===== src/rtl/cpu_types_pkg.sv =====
// rtl/cpu_types_pkg.sv - shared CPU datapath types and ID/EX control bundle
package cpu_types_pkg;

    typedef logic [31:0] word_t;
    typedef logic [4:0]  regbits_t;

    typedef enum logic [3:0] {
        ALU_SLL  = 4'd0,
        ALU_SRL  = 4'd1,
        ALU_ADD  = 4'd2,
        ALU_SUB  = 4'd3,
        ALU_AND  = 4'd4,
        ALU_OR   = 4'd5,
        ALU_XOR  = 4'd6,
        ALU_NOR  = 4'd7,
        ALU_SLT  = 4'd8,
        ALU_SLTU = 4'd9
    } aluop_t;

    // Control bits carried from ID into EX; ex_mem_stage consumes the same layout.
    typedef struct packed {
        logic   RegWr;
        logic   MemRd;
        logic   MemWr;
        aluop_t aluop;
        logic   alusrc;
        logic   halt;
    } idex_ctrl_t;

    // A bubble must never write a register or touch memory.
    localparam idex_ctrl_t BUBBLE_CTRL = '0;

endpackage


===== src/rtl/id_ex_stage_if.sv =====
// rtl/id_ex_stage_if.sv - ID-side inputs and EX-side registered outputs of the ID/EX stage
interface id_ex_if;
    import cpu_types_pkg::*;

    logic     id_valid;
    word_t    id_pc4;
    word_t    id_rdat1;
    word_t    id_rdat2;
    word_t    id_imm;
    regbits_t id_rs;
    regbits_t id_rt;
    logic     id_uses_rt;
    regbits_t id_wsel;
    logic     id_RegWr;
    logic     id_MemRd;
    logic     id_MemWr;
    aluop_t   id_aluop;
    logic     id_alusrc;
    logic     id_halt;

    logic     idex_valid;
    word_t    idex_pc4;
    word_t    idex_rdat1;
    word_t    idex_rdat2;
    word_t    idex_imm;
    regbits_t idex_rs;
    regbits_t idex_rt;
    regbits_t idex_wsel;
    logic     idex_RegWr;
    logic     idex_MemRd;
    logic     idex_MemWr;
    aluop_t   idex_aluop;
    logic     idex_alusrc;
    logic     idex_halt;

    // ID stage / bench side: drives decoded fields, observes the EX copies.
    modport master (
        output id_valid, id_pc4, id_rdat1, id_rdat2, id_imm, id_rs, id_rt, id_uses_rt,
               id_wsel, id_RegWr, id_MemRd, id_MemWr, id_aluop, id_alusrc, id_halt,
        input  idex_valid, idex_pc4, idex_rdat1, idex_rdat2, idex_imm, idex_rs, idex_rt,
               idex_wsel, idex_RegWr, idex_MemRd, idex_MemWr, idex_aluop, idex_alusrc, idex_halt
    );

    // Pipeline register side.
    modport slave (
        input  id_valid, id_pc4, id_rdat1, id_rdat2, id_imm, id_rs, id_rt, id_uses_rt,
               id_wsel, id_RegWr, id_MemRd, id_MemWr, id_aluop, id_alusrc, id_halt,
        output idex_valid, idex_pc4, idex_rdat1, idex_rdat2, idex_imm, idex_rs, idex_rt,
               idex_wsel, idex_RegWr, idex_MemRd, idex_MemWr, idex_aluop, idex_alusrc, idex_halt
    );
endinterface


===== src/rtl/id_ex_stage_load_use_detect.sv =====
// rtl/id_ex_stage_load_use_detect.sv - combinational load-use hazard detector
module load_use_detect
    import cpu_types_pkg::*;
(
    input  logic     i_ex_valid,
    input  logic     i_ex_memrd,
    input  regbits_t i_ex_wsel,
    input  logic     i_id_valid,
    input  regbits_t i_id_rs,
    input  regbits_t i_id_rt,
    input  logic     i_id_uses_rt,
    output logic     o_stall
);
    logic w_rs_hit;
    logic w_rt_hit;

    // $0 is never a real producer, and rt only matters when ID actually reads it.
    always_comb begin
        w_rs_hit = (i_ex_wsel == i_id_rs);
        w_rt_hit = i_id_uses_rt & (i_ex_wsel == i_id_rt);
        o_stall  = i_ex_valid & i_ex_memrd & (i_ex_wsel != 5'd0) & i_id_valid
                 & (w_rs_hit | w_rt_hit);
    end
endmodule


===== src/rtl/id_ex_stage.sv =====
// rtl/id_ex_stage.sv - ID/EX pipeline register with load-use bubble insertion and counter
module id_ex_stage
    import cpu_types_pkg::*;
#(
    parameter int CNT_W = 16
) (
    input  logic             CLK,
    input  logic             nRST,
    input  logic             advance,
    input  logic             flush,
    id_ex_if.slave           bus,
    output logic             stall_id,
    output logic [CNT_W-1:0] lu_count
);
    localparam logic [CNT_W-1:0] CNT_MAX = '1;
    localparam logic [CNT_W-1:0] CNT_ONE = {{(CNT_W-1){1'b0}}, 1'b1};

    logic             r_valid;
    word_t            r_pc4;
    word_t            r_rdat1;
    word_t            r_rdat2;
    word_t            r_imm;
    regbits_t         r_rs;
    regbits_t         r_rt;
    regbits_t         r_wsel;
    idex_ctrl_t       r_ctrl;
    logic [CNT_W-1:0] r_lu_count;

    idex_ctrl_t       w_id_ctrl;
    logic             w_stall;

    // Pack the ID control bits into the shared bundle layout.
    always_comb begin
        w_id_ctrl        = BUBBLE_CTRL;
        w_id_ctrl.RegWr  = bus.id_RegWr;
        w_id_ctrl.MemRd  = bus.id_MemRd;
        w_id_ctrl.MemWr  = bus.id_MemWr;
        w_id_ctrl.aluop  = bus.id_aluop;
        w_id_ctrl.alusrc = bus.id_alusrc;
        w_id_ctrl.halt   = bus.id_halt;
    end

    load_use_detect u_lud (
        .i_ex_valid   (r_valid),
        .i_ex_memrd   (r_ctrl.MemRd),
        .i_ex_wsel    (r_wsel),
        .i_id_valid   (bus.id_valid),
        .i_id_rs      (bus.id_rs),
        .i_id_rt      (bus.id_rt),
        .i_id_uses_rt (bus.id_uses_rt),
        .o_stall      (w_stall)
    );

    // Pipeline register: flush beats hold, hold beats stall, stall beats normal load.
    always_ff @(posedge CLK or negedge nRST) begin
        if (!nRST) begin
            r_valid <= 1'b0;
            r_pc4   <= '0;
            r_rdat1 <= '0;
            r_rdat2 <= '0;
            r_imm   <= '0;
            r_rs    <= '0;
            r_rt    <= '0;
            r_wsel  <= '0;
            r_ctrl  <= BUBBLE_CTRL;
        end else if (flush || (advance && w_stall)) begin
            r_valid <= 1'b0;
            r_pc4   <= '0;
            r_rdat1 <= '0;
            r_rdat2 <= '0;
            r_imm   <= '0;
            r_rs    <= '0;
            r_rt    <= '0;
            r_wsel  <= '0;
            r_ctrl  <= BUBBLE_CTRL;
        end else if (advance) begin
            r_valid <= bus.id_valid;
            r_pc4   <= bus.id_pc4;
            r_rdat1 <= bus.id_rdat1;
            r_rdat2 <= bus.id_rdat2;
            r_imm   <= bus.id_imm;
            r_rs    <= bus.id_rs;
            r_rt    <= bus.id_rt;
            r_wsel  <= bus.id_wsel;
            r_ctrl  <= w_id_ctrl;
        end
    end

    // Count only stall bubbles that actually land; a flush that overrides one is not a load-use cost.
    always_ff @(posedge CLK or negedge nRST) begin
        if (!nRST) begin
            r_lu_count <= '0;
        end else if (!flush && advance && w_stall && (r_lu_count != CNT_MAX)) begin
            r_lu_count <= r_lu_count + CNT_ONE;
        end
    end

    assign stall_id         = w_stall;
    assign lu_count         = r_lu_count;
    assign bus.idex_valid   = r_valid;
    assign bus.idex_pc4     = r_pc4;
    assign bus.idex_rdat1   = r_rdat1;
    assign bus.idex_rdat2   = r_rdat2;
    assign bus.idex_imm     = r_imm;
    assign bus.idex_rs      = r_rs;
    assign bus.idex_rt      = r_rt;
    assign bus.idex_wsel    = r_wsel;
    assign bus.idex_RegWr   = r_ctrl.RegWr;
    assign bus.idex_MemRd   = r_ctrl.MemRd;
    assign bus.idex_MemWr   = r_ctrl.MemWr;
    assign bus.idex_aluop   = r_ctrl.aluop;
    assign bus.idex_alusrc  = r_ctrl.alusrc;
    assign bus.idex_halt    = r_ctrl.halt;
endmodule


===== src/flat_wrapper.sv =====
// flat-port wrapper written by rule: the top's interface ports become plain ports
module id_ex_stage_flat import cpu_types_pkg::*;
#(
    parameter int CNT_W = 16
)
  (CLK, nRST, advance, flush, stall_id, lu_count, bus_id_valid, bus_id_pc4, bus_id_rdat1, bus_id_rdat2, bus_id_imm, bus_id_rs, bus_id_rt, bus_id_uses_rt, bus_id_wsel, bus_id_RegWr, bus_id_MemRd, bus_id_MemWr, bus_id_aluop, bus_id_alusrc, bus_id_halt, bus_idex_valid, bus_idex_pc4, bus_idex_rdat1, bus_idex_rdat2, bus_idex_imm, bus_idex_rs, bus_idex_rt, bus_idex_wsel, bus_idex_RegWr, bus_idex_MemRd, bus_idex_MemWr, bus_idex_aluop, bus_idex_alusrc, bus_idex_halt);
  id_ex_if bus_i ();
  input  logic CLK;
  input  logic nRST;
  input  logic advance;
  input  logic flush;
  output logic stall_id;
  output logic [CNT_W-1:0] lu_count;
  input wire logic [$bits(bus_i.id_valid)-1:0] bus_id_valid;
  input wire logic [$bits(bus_i.id_pc4)-1:0] bus_id_pc4;
  input wire logic [$bits(bus_i.id_rdat1)-1:0] bus_id_rdat1;
  input wire logic [$bits(bus_i.id_rdat2)-1:0] bus_id_rdat2;
  input wire logic [$bits(bus_i.id_imm)-1:0] bus_id_imm;
  input wire logic [$bits(bus_i.id_rs)-1:0] bus_id_rs;
  input wire logic [$bits(bus_i.id_rt)-1:0] bus_id_rt;
  input wire logic [$bits(bus_i.id_uses_rt)-1:0] bus_id_uses_rt;
  input wire logic [$bits(bus_i.id_wsel)-1:0] bus_id_wsel;
  input wire logic [$bits(bus_i.id_RegWr)-1:0] bus_id_RegWr;
  input wire logic [$bits(bus_i.id_MemRd)-1:0] bus_id_MemRd;
  input wire logic [$bits(bus_i.id_MemWr)-1:0] bus_id_MemWr;
  input wire logic [$bits(bus_i.id_aluop)-1:0] bus_id_aluop;
  input wire logic [$bits(bus_i.id_alusrc)-1:0] bus_id_alusrc;
  input wire logic [$bits(bus_i.id_halt)-1:0] bus_id_halt;
  output wire logic [$bits(bus_i.idex_valid)-1:0] bus_idex_valid;
  output wire logic [$bits(bus_i.idex_pc4)-1:0] bus_idex_pc4;
  output wire logic [$bits(bus_i.idex_rdat1)-1:0] bus_idex_rdat1;
  output wire logic [$bits(bus_i.idex_rdat2)-1:0] bus_idex_rdat2;
  output wire logic [$bits(bus_i.idex_imm)-1:0] bus_idex_imm;
  output wire logic [$bits(bus_i.idex_rs)-1:0] bus_idex_rs;
  output wire logic [$bits(bus_i.idex_rt)-1:0] bus_idex_rt;
  output wire logic [$bits(bus_i.idex_wsel)-1:0] bus_idex_wsel;
  output wire logic [$bits(bus_i.idex_RegWr)-1:0] bus_idex_RegWr;
  output wire logic [$bits(bus_i.idex_MemRd)-1:0] bus_idex_MemRd;
  output wire logic [$bits(bus_i.idex_MemWr)-1:0] bus_idex_MemWr;
  output wire logic [$bits(bus_i.idex_aluop)-1:0] bus_idex_aluop;
  output wire logic [$bits(bus_i.idex_alusrc)-1:0] bus_idex_alusrc;
  output wire logic [$bits(bus_i.idex_halt)-1:0] bus_idex_halt;
  assign bus_i.id_valid = bus_id_valid;
  assign bus_i.id_pc4 = bus_id_pc4;
  assign bus_i.id_rdat1 = bus_id_rdat1;
  assign bus_i.id_rdat2 = bus_id_rdat2;
  assign bus_i.id_imm = bus_id_imm;
  assign bus_i.id_rs = bus_id_rs;
  assign bus_i.id_rt = bus_id_rt;
  assign bus_i.id_uses_rt = bus_id_uses_rt;
  assign bus_i.id_wsel = bus_id_wsel;
  assign bus_i.id_RegWr = bus_id_RegWr;
  assign bus_i.id_MemRd = bus_id_MemRd;
  assign bus_i.id_MemWr = bus_id_MemWr;
  assign bus_i.id_aluop = bus_id_aluop;
  assign bus_i.id_alusrc = bus_id_alusrc;
  assign bus_i.id_halt = bus_id_halt;
  assign bus_idex_valid = bus_i.idex_valid;
  assign bus_idex_pc4 = bus_i.idex_pc4;
  assign bus_idex_rdat1 = bus_i.idex_rdat1;
  assign bus_idex_rdat2 = bus_i.idex_rdat2;
  assign bus_idex_imm = bus_i.idex_imm;
  assign bus_idex_rs = bus_i.idex_rs;
  assign bus_idex_rt = bus_i.idex_rt;
  assign bus_idex_wsel = bus_i.idex_wsel;
  assign bus_idex_RegWr = bus_i.idex_RegWr;
  assign bus_idex_MemRd = bus_i.idex_MemRd;
  assign bus_idex_MemWr = bus_i.idex_MemWr;
  assign bus_idex_aluop = bus_i.idex_aluop;
  assign bus_idex_alusrc = bus_i.idex_alusrc;
  assign bus_idex_halt = bus_i.idex_halt;
  id_ex_stage #(.CNT_W(CNT_W)) u_core (.CLK(CLK), .nRST(nRST), .advance(advance), .flush(flush), .bus(bus_i), .stall_id(stall_id), .lu_count(lu_count));
endmodule

===== config.mk =====
export PLATFORM = sky130hd
export DESIGN_NAME = id_ex_stage_flat
export DESIGN_NICKNAME = d
export VERILOG_FILES = /design/src/rtl/cpu_types_pkg.sv /design/src/rtl/id_ex_stage_if.sv /design/src/rtl/id_ex_stage_load_use_detect.sv /design/src/rtl/id_ex_stage.sv /design/src/flat_wrapper.sv
export SDC_FILE = /design/constraint.sdc
export NUM_CORES = 1
export LEC_CHECK = 0
export BUFFER_PORTS_ARGS = -buffer_cell sky130_fd_sc_hd__buf_2
export CAP_MARGIN = 10
export CORE_UTILIZATION = 43
export CTS_BUF_LIST = sky130_fd_sc_hd__clkbuf_2
export DETAILED_ROUTE_END_ITERATION = 8
export MAX_ROUTING_LAYER = met4
export PLACE_DENSITY = 0.76
export SETUP_SLACK_MARGIN = 0.02
export SYNTH_ARGS = -nofsm -noshare
export SYNTH_HDL_FRONTEND = slang
export SYNTH_SLANG_ARGS = --single-unit
export TNS_END_PERCENT = 100

===== constraint.sdc =====
create_clock -name CLK -period 2.2 [get_ports CLK]
set_input_delay 0.22 -clock CLK [delete_from_list [all_inputs] [get_ports CLK]]
set_output_delay 0.22 -clock CLK [all_outputs]
set_load 0.1 [all_outputs]

==> results of run 1 <==
layer usage:
metal  vias to the layer above  part of all wire [%]  GRT usage, %
li1                       2922                     -             -
met1                      3323                    38          33.4
met2                       376                    51          47.2
met3                        84                   7.0          7.63
met4                         0                   3.8          14.1
met5                         -                     0             -
Yosys cell counts, types with 4 or more instances:
| cell | number | area [um^2] |
|---|---|---|
| mux2_2 | 4 | 45.0 |
| clkbuf_1 | 37 | 139 |
| o31ai_1 | 8 | 60.1 |
| o32ai_1 | 6 | 52.6 |
| nand3_1 | 11 | 55.1 |
| buf_2 | 14 | 70.1 |
| nand2b_1 | 4 | 25.0 |
| xnor2_1 | 22 | 193 |
| nand2_1 | 36 | 135 |
| inv_1 | 7 | 26.3 |
| nor2_1 | 6 | 22.5 |
| a32o_1 | 136 | 1360 |
| dfrtp_1 | 169 | 4230 |
| nand4_1 | 4 | 25.0 |
sequential cells by signal, indices dropped and copies added (netlist names), 4 cells and up:
register,flops
u_core.bus.idex_rs,5
u_core.bus.idex_rdat2,32
u_core.bus.idex_aluop,4
u_core.bus.idex_pc4,32
u_core.bus.idex_rt,5
u_core.bus.idex_rdat1,32
u_core.bus.idex_wsel,5
u_core.bus.idex_imm,32
u_core.lu_count,16
final timing paths:
check	from	to	slack (ps)	cells after the start
min in group asynchronous	nRST	u_core.bus.idex_valid	420	3
min reg2reg	u_core.lu_count[9]	u_core.lu_count[9]	500	1
min	bus_id_pc4[2]	u_core.bus.idex_pc4[2]	270	3
max in group asynchronous	nRST	u_core.bus.idex_rdat1[1]	1280	4
max	u_core.bus.idex_wsel[2]	stall_id	-420	8
max reg2reg	u_core.bus.idex_wsel[2]	u_core.bus.idex_rdat1[31]	-60	9
worst register-to-register path, cell delays in order (launching register included):
cell,delay [ps]
dfrtp_4,530
buf_4,160
xnor2_1,230
nand4_1,160
o22ai_2,160
buf_4,150
nand2b_4,70
buf_4,210
buf_12,190
a32o_1,280
area by class of cell:
type	count	area [um^2]	share of cell area (%)
inverter	8	37.5	0.350
tap	188	235	2.19
clock inverter	11	85.1	0.793
antenna	1	2.50	0.0233
sequential	169	4260	39.7
clock buffer	19	95.1	0.886
timing repair buffer	522	3720	34.7
multi-input combinational	261	2290	21.4
placed cells by master, fill, tap and decap left out, types with 2 or more instances in the layout:
cell	instances
o32ai_1	6
buf_4	13
buf_16	2
clkbuf_16	2
nor2_1	5
nand2b_1	2
nand4_1	4
clkinvlp_4	3
inv_1	7
o31ai_1	3
mux2_2	4
dfrtp_4	2
and3_1	2
buf_2	325
nand2_1	36
xnor2_1	21
a32o_1	136
dfrtp_2	21
nand4b_1	3
buf_6	2
nor3_1	2
nand2b_4	2
dfrtp_1	146
o31ai_2	7
dlygate4sd3_1	169
nand3_1	11
clkbuf_2	19
buf_12	9
clkinv_1	5
power by group through the flow:
stage               registers, mW  clock network [mW]  logic (mW)
floorplan                    4.58                   0       0.267
global placement             3.41                   0        1.91
detailed placement           3.41                   0        1.92
CTS                          3.36                1.47        2.17
global route                 3.38                1.61        2.29
finish                       3.36                1.43        2.21
per-stage QoR:
| stage | utilization, % | hold WS [ps] | TNS (ps) | cell area, um^2 |
|---|---|---|---|---|
| final | 70.9 | 269 | -3500 | 10700 |
| after global routing | 70.9 | 171 | -11710 | 10700 |
| after CTS | 69.8 | 12.6 | -452 | 10600 |
| after detailed placement | 57.0 | 208 | 0 | 8630 |
| after global placement | 57.0 | 209 | 0 | 8630 |
| after floorplan | - | -75.6 | -2.29 | 6750 |
kinds of logic (layout without fill, tap and decap cells):
logic type	after synthesis	count (layout)	share of synthesized area [%]
and+or+nand+nor	76	76	5.61
adders and majority gates	1	1	0.188
muxes	4	4	0.676
xor gates and xnor gates	22	22	2.89
buffers and inverters	61	560	3.87
DFF	169	169	63.5
AOI/OAI and AO/OA	158	158	23.3
other	0	1	0
repair_timing:
action | CTS | global route
pin swaps | 2 | 3
gates resized for setup | 2 | 14
setup buffers | 6 | 3
endpoints found under the setup margin | 1 | 114
hold buffers | 169 | 1
hold endpoints to repair | 322 | 2
gates cloned | 0 | 2
==> run_results.csv, run 1 <==
group,metric,value,unit
run_status,outcome,"finished, violations left",
run_status,violations,"negative setup slack",
logic_synthesis,yosys_warnings,0,
worst_setup_path,crit_arrival,2400,ps
finish,area_delta_synth_final,61.0,%
grt,grt_max_degree,99,
routing,wirelength,22800,um
timing,period_needed,2620,ps
logic_synthesis,synth_flop_cell,"dfrtp_1",
logic_synthesis,syn_area,6670,um^2
pwr,switching_share,39.5,%
finish,nets,1138,
die,rows,45,
timing,setup_viol_count_final,132,
pwr,power.internal,4.24,mW
clock_network,htree_levels,4,
pwr,p_sw,2.77,mW
grt,grt-ovfl-total,0,
clock_network,clk-insertion-delay-late,710,ps
routing,ant_nets,0,
routing,vias,6705,
logic_synthesis,synth_edf_count,0,
routing,wl_per_cell,19.4,um
grt,grt_antenna_before_repair,1,
logic_synthesis,async_flop_share,100,%
place,place_congestion,0.825,
worst_setup_path,slowest_delay,530,ps
worst_setup_path,crit_family,"flip-flops",
logic_synthesis,synth_fp_nets,650,
logic_synthesis,synth-seq-cells,169,
pwr,p_per_area,653,nW/um^2
grt,grt_pass1_wl,34700,um
die,die_area,16000,um^2
clock_network,clock_sinks,169,
clock_network,clk_pin_slew_worst_paths,240,ps
die,fp.dieH,127,um
place,numPortBuffers,327,
die,core_area,15100,um^2
worst_setup_path,critical_path.slowest_cell,"dfrtp_4",
clock_network,clockBufferDepth,2,
place,pre_cts_ws,71.9,ps
logic_synthesis,synthCells,491,
timing,layout_setup_ws,-418,ps
worst_setup_path,cp-end-kind,"primary output",
timing,skew,37.1,ps
routing,drt_iter0_drc,491,
pwr,pwr-share-comb,31.6,%
timing,max_slew_margin,60.8,%
timing,worst_slew_pin_slew,586,ps
place,dp.cells,968,
timing,fin_crit_sh,119,%
pwr,total_power,7.01,mW
routing,vias_per_cell,5.69,
clock_network,cts_buffers,17,
routing,detail_route.first_pass.iterations,5,
worst_setup_path,cp.required,1980,ps
worst_setup_path,cp_max_fo,4,
logic_synthesis,ys_seq_area_share,63.5,%
hold_path,hp-class,"primary input to flip-flop",
place,dpl.hpwl,12400,um
timing,slew_violations,0,
logic_synthesis,ys_types,34,
worst_setup_path,crit_chain,"buf_4 -> xnor2_1 -> nand4_1 -> o22ai_2 -> buf_4 -> nand2b_4 -> inv_8 -> buf_12",
logic_synthesis,synth.avg_cell_area,13.6,um^2
die,initial_utilization,44.0,%
timing,max_freq,382,MHz
timing,rsz0062_at_grt,"true",
routing,route.detailed.drc,0,
grt,grt_pass1_vias,6761,
pwr,p_leak,5.27,nW
grt,grt_usage,29.0,%
pwr,pwr-share-seq,48.0,%
finish,drive_gt1_share,42.9,%
die,io_pins,328,
clock_network,cts_tree,"done",
die,die_x,127,um
finish,finalNonFillerCells,1179,
worst_setup_path,crit_buf_inv,4,
finish,fillers,969,
run,maxCapViolCount,0,
clock_network,cts_root_buf,"clkbuf_2",
timing,hold_viol,0,
pwr,clock_power_share,20.4,%
worst_setup_path,cp_common_cell,"buf_4",
worst_setup_path,cp-start-kind,"flip-flop",
worst_setup_path,crit_type,"flip-flop to primary output",
pwr,peakVddDrop,0.564,mV
No activity file was read; power rests on OpenSTA's default activity.
==> run 2: changes to the inputs <==
==> constraint.sdc (replaced) <==
create_clock -name CLK -period 2.66 [get_ports CLK]
set_input_delay 0.266 -clock CLK [delete_from_list [all_inputs] [get_ports CLK]]
set_output_delay 0.266 -clock CLK [all_outputs]
set_load 0.1 [all_outputs]
==> run_results.csv, run 2 (synthesis gave the netlist of run 1 again) <==
group,metric,value,unit
place,pre_cts_ws,338,ps
routing,drt_iter0_drc,507,
finish,final_util,70.0,%
run_status,outcome,"complete, no violations",
die,io_pins,328,
grt,grt_pass1_wl,34800,um
routing,vias_per_cell,5.65,
die,die_area,16000,um^2
finish,nets,1132,
clock_network,clk-insertion-delay-late,720,ps
routing,wl_per_cell,18.9,um
timing,slew_violations,0,
clock_network,cts_tree,"done",
hold_path,hp-class,"primary input to flip-flop",
clock_network,clockBufferDepth,2,
worst_setup_path,cp.required,2390,ps
timing,skew,41.7,ps
timing,hold_viol,0,
worst_setup_path,reg2reg_setup_slack,80,ps
finish,area_delta_synth_final,59.0,%
finish,drive_gt1_share,39.8,%
worst_setup_path,crit_arrival,2320,ps
run,maxCapViolCount,0,
clock_network,clock_sinks,169,
clock_network,cts_buffers,17,
routing,vias,6644,
grt,grt_usage,28.9,%
die,die_x,127,um
place,dp.cells,963,
worst_setup_path,cp-start-kind,"flip-flop",
worst_setup_path,cp-end-kind,"primary output",
routing,route.detailed.drc,0,
finish,finalNonFillerCells,1175,
worst_setup_path,worstReg2RegEnd,"u_core.bus.idex_wsel[2]",
place,numPortBuffers,327,
worst_setup_path,regToRegStartpoint,"u_core.bus.idex_wsel[2]",
worst_setup_path,crit_type,"flip-flop to primary output",
clock_network,htree_levels,4,
timing,final.setup.tns,0,ps
clock_network,cts_root_buf,"clkbuf_2",
grt,grt-ovfl-total,0,
timing,rsz0062_at_grt,"true",
timing,fin_crit_sh,97.2,%
die,rows,45,
place,dpl.hpwl,12000,um
die,initial_utilization,44.0,%
pwr,p_leak,5.25,nW
grt,grt_antenna_before_repair,1,
die,fp.dieH,127,um
place,place_congestion,0.856,
finish,layout_common_cells,"buf_2, dlygate4sd3_1, dfrtp_1",
timing,holdWs,79.1,ps
timing,max_freq,387,MHz
worst_setup_path,reg2regPathDepth,8,
worst_setup_path,crit_start,"u_core.bus.idex_wsel[2]",
timing,worst_slew_pin_slew,720,ps
clock_network,clk_pin_slew_worst_paths,240,ps
routing,detail_route.first_pass.iterations,5,
routing,ant_nets,0,
pwr,p_per_area,579,nW/um^2
routing,wirelength,22300,um
die,core_area,15100,um^2
hold_path,hold_depth,2,
grt,grt_pass1_vias,6935,
timing,max_slew_margin,52.0,%
worst_setup_path,cp_max_fo,2,
worst_setup_path,worstSetupEndpoint,"stall_id",
timing,period_needed,2590,ps
finish,final_common_cell,"buf_2",
grt,grt_max_degree,143,
timing,setup_viol_count_final,0,
timing,layout_setup_ws,73.3,ps
pwr,peakVddDrop,0.636,mV
[run 2: cell types whose count changed in the layout (fill, tap and decap cells not counted), sizes merged]
cell	before	now
inv	8	11
clkinvlp	3	1
nand2b	4	5
buf	351	346
clkbuf	21	17
bufinv	1	4
[run 2: area by class of cell]
cell class | instances | area (um^2)
antenna | 1 | 2.50
clock buffer | 17 | 85.1
clock inverter | 15 | 196
inverter | 8 | 37.5
timing repair buffer | 515 | 3570
fill | 1015 | 4550
sequential | 169 | 4230
tap | 188 | 235
multi-input combinational | 262 | 2250
[run 2: stage by stage]
stage | area [um^2] | power [mW]
after floorplan | 6670 | 4.00
after global placement | 8490 | 4.38
after detailed placement | 8490 | 4.39
after CTS | 10600 | 6.12
after global routing | 10600 | 6.35
final | 10600 | 6.14
[run 2: metal layers]
layer | global-route usage [%] | vias up | routed length, um
li1 | - | 2914 | -
met1 | 31.3 | 3284 | 8240
met2 | 48.6 | 363 | 11500
met3 | 7.84 | 83 | 1510
met4 | 15.5 | 0 | 1010
met5 | - | - | 0
[run 2: how the worst min path moves through the flow]
stage / from / to / slack [ps]
after detailed placement: nRST / u_core.lu_count[6] / 240
after floorplan: nRST / u_core.bus.idex_MemRd / -30
after global routing: advance / u_core.bus.idex_wsel[0] / 20
after CTS: advance / u_core.bus.idex_wsel[4] / 2
after global placement: nRST / u_core.lu_count[6] / 240
final: advance / u_core.bus.idex_wsel[0] / 80
[run 2: timing repair]
action                                  CTS  global route
setup buffers                             7             1
gates resized for setup                   7             1
hold endpoints to repair                322             0
pin swaps                                 2             2
endpoints found under the setup margin    1             1
cloned                                    1             0
hold buffers                            170             0
[run 2: critical path, cell delays in order (launching register included)]
cell and delay [ps]:
dfrtp_1 450, or4_4 570, o2111ai_4 210, nand2b_4 200
inv_8 40, buf_12 150
[run 2: where the power goes]
part           leakage (nW)  switching [mW]  internal, mW
sequential             2.26          0.0786          2.70
combinational          2.83            1.34         0.474
clock                 0.162           0.923         0.621
total                  5.25            2.34          3.80
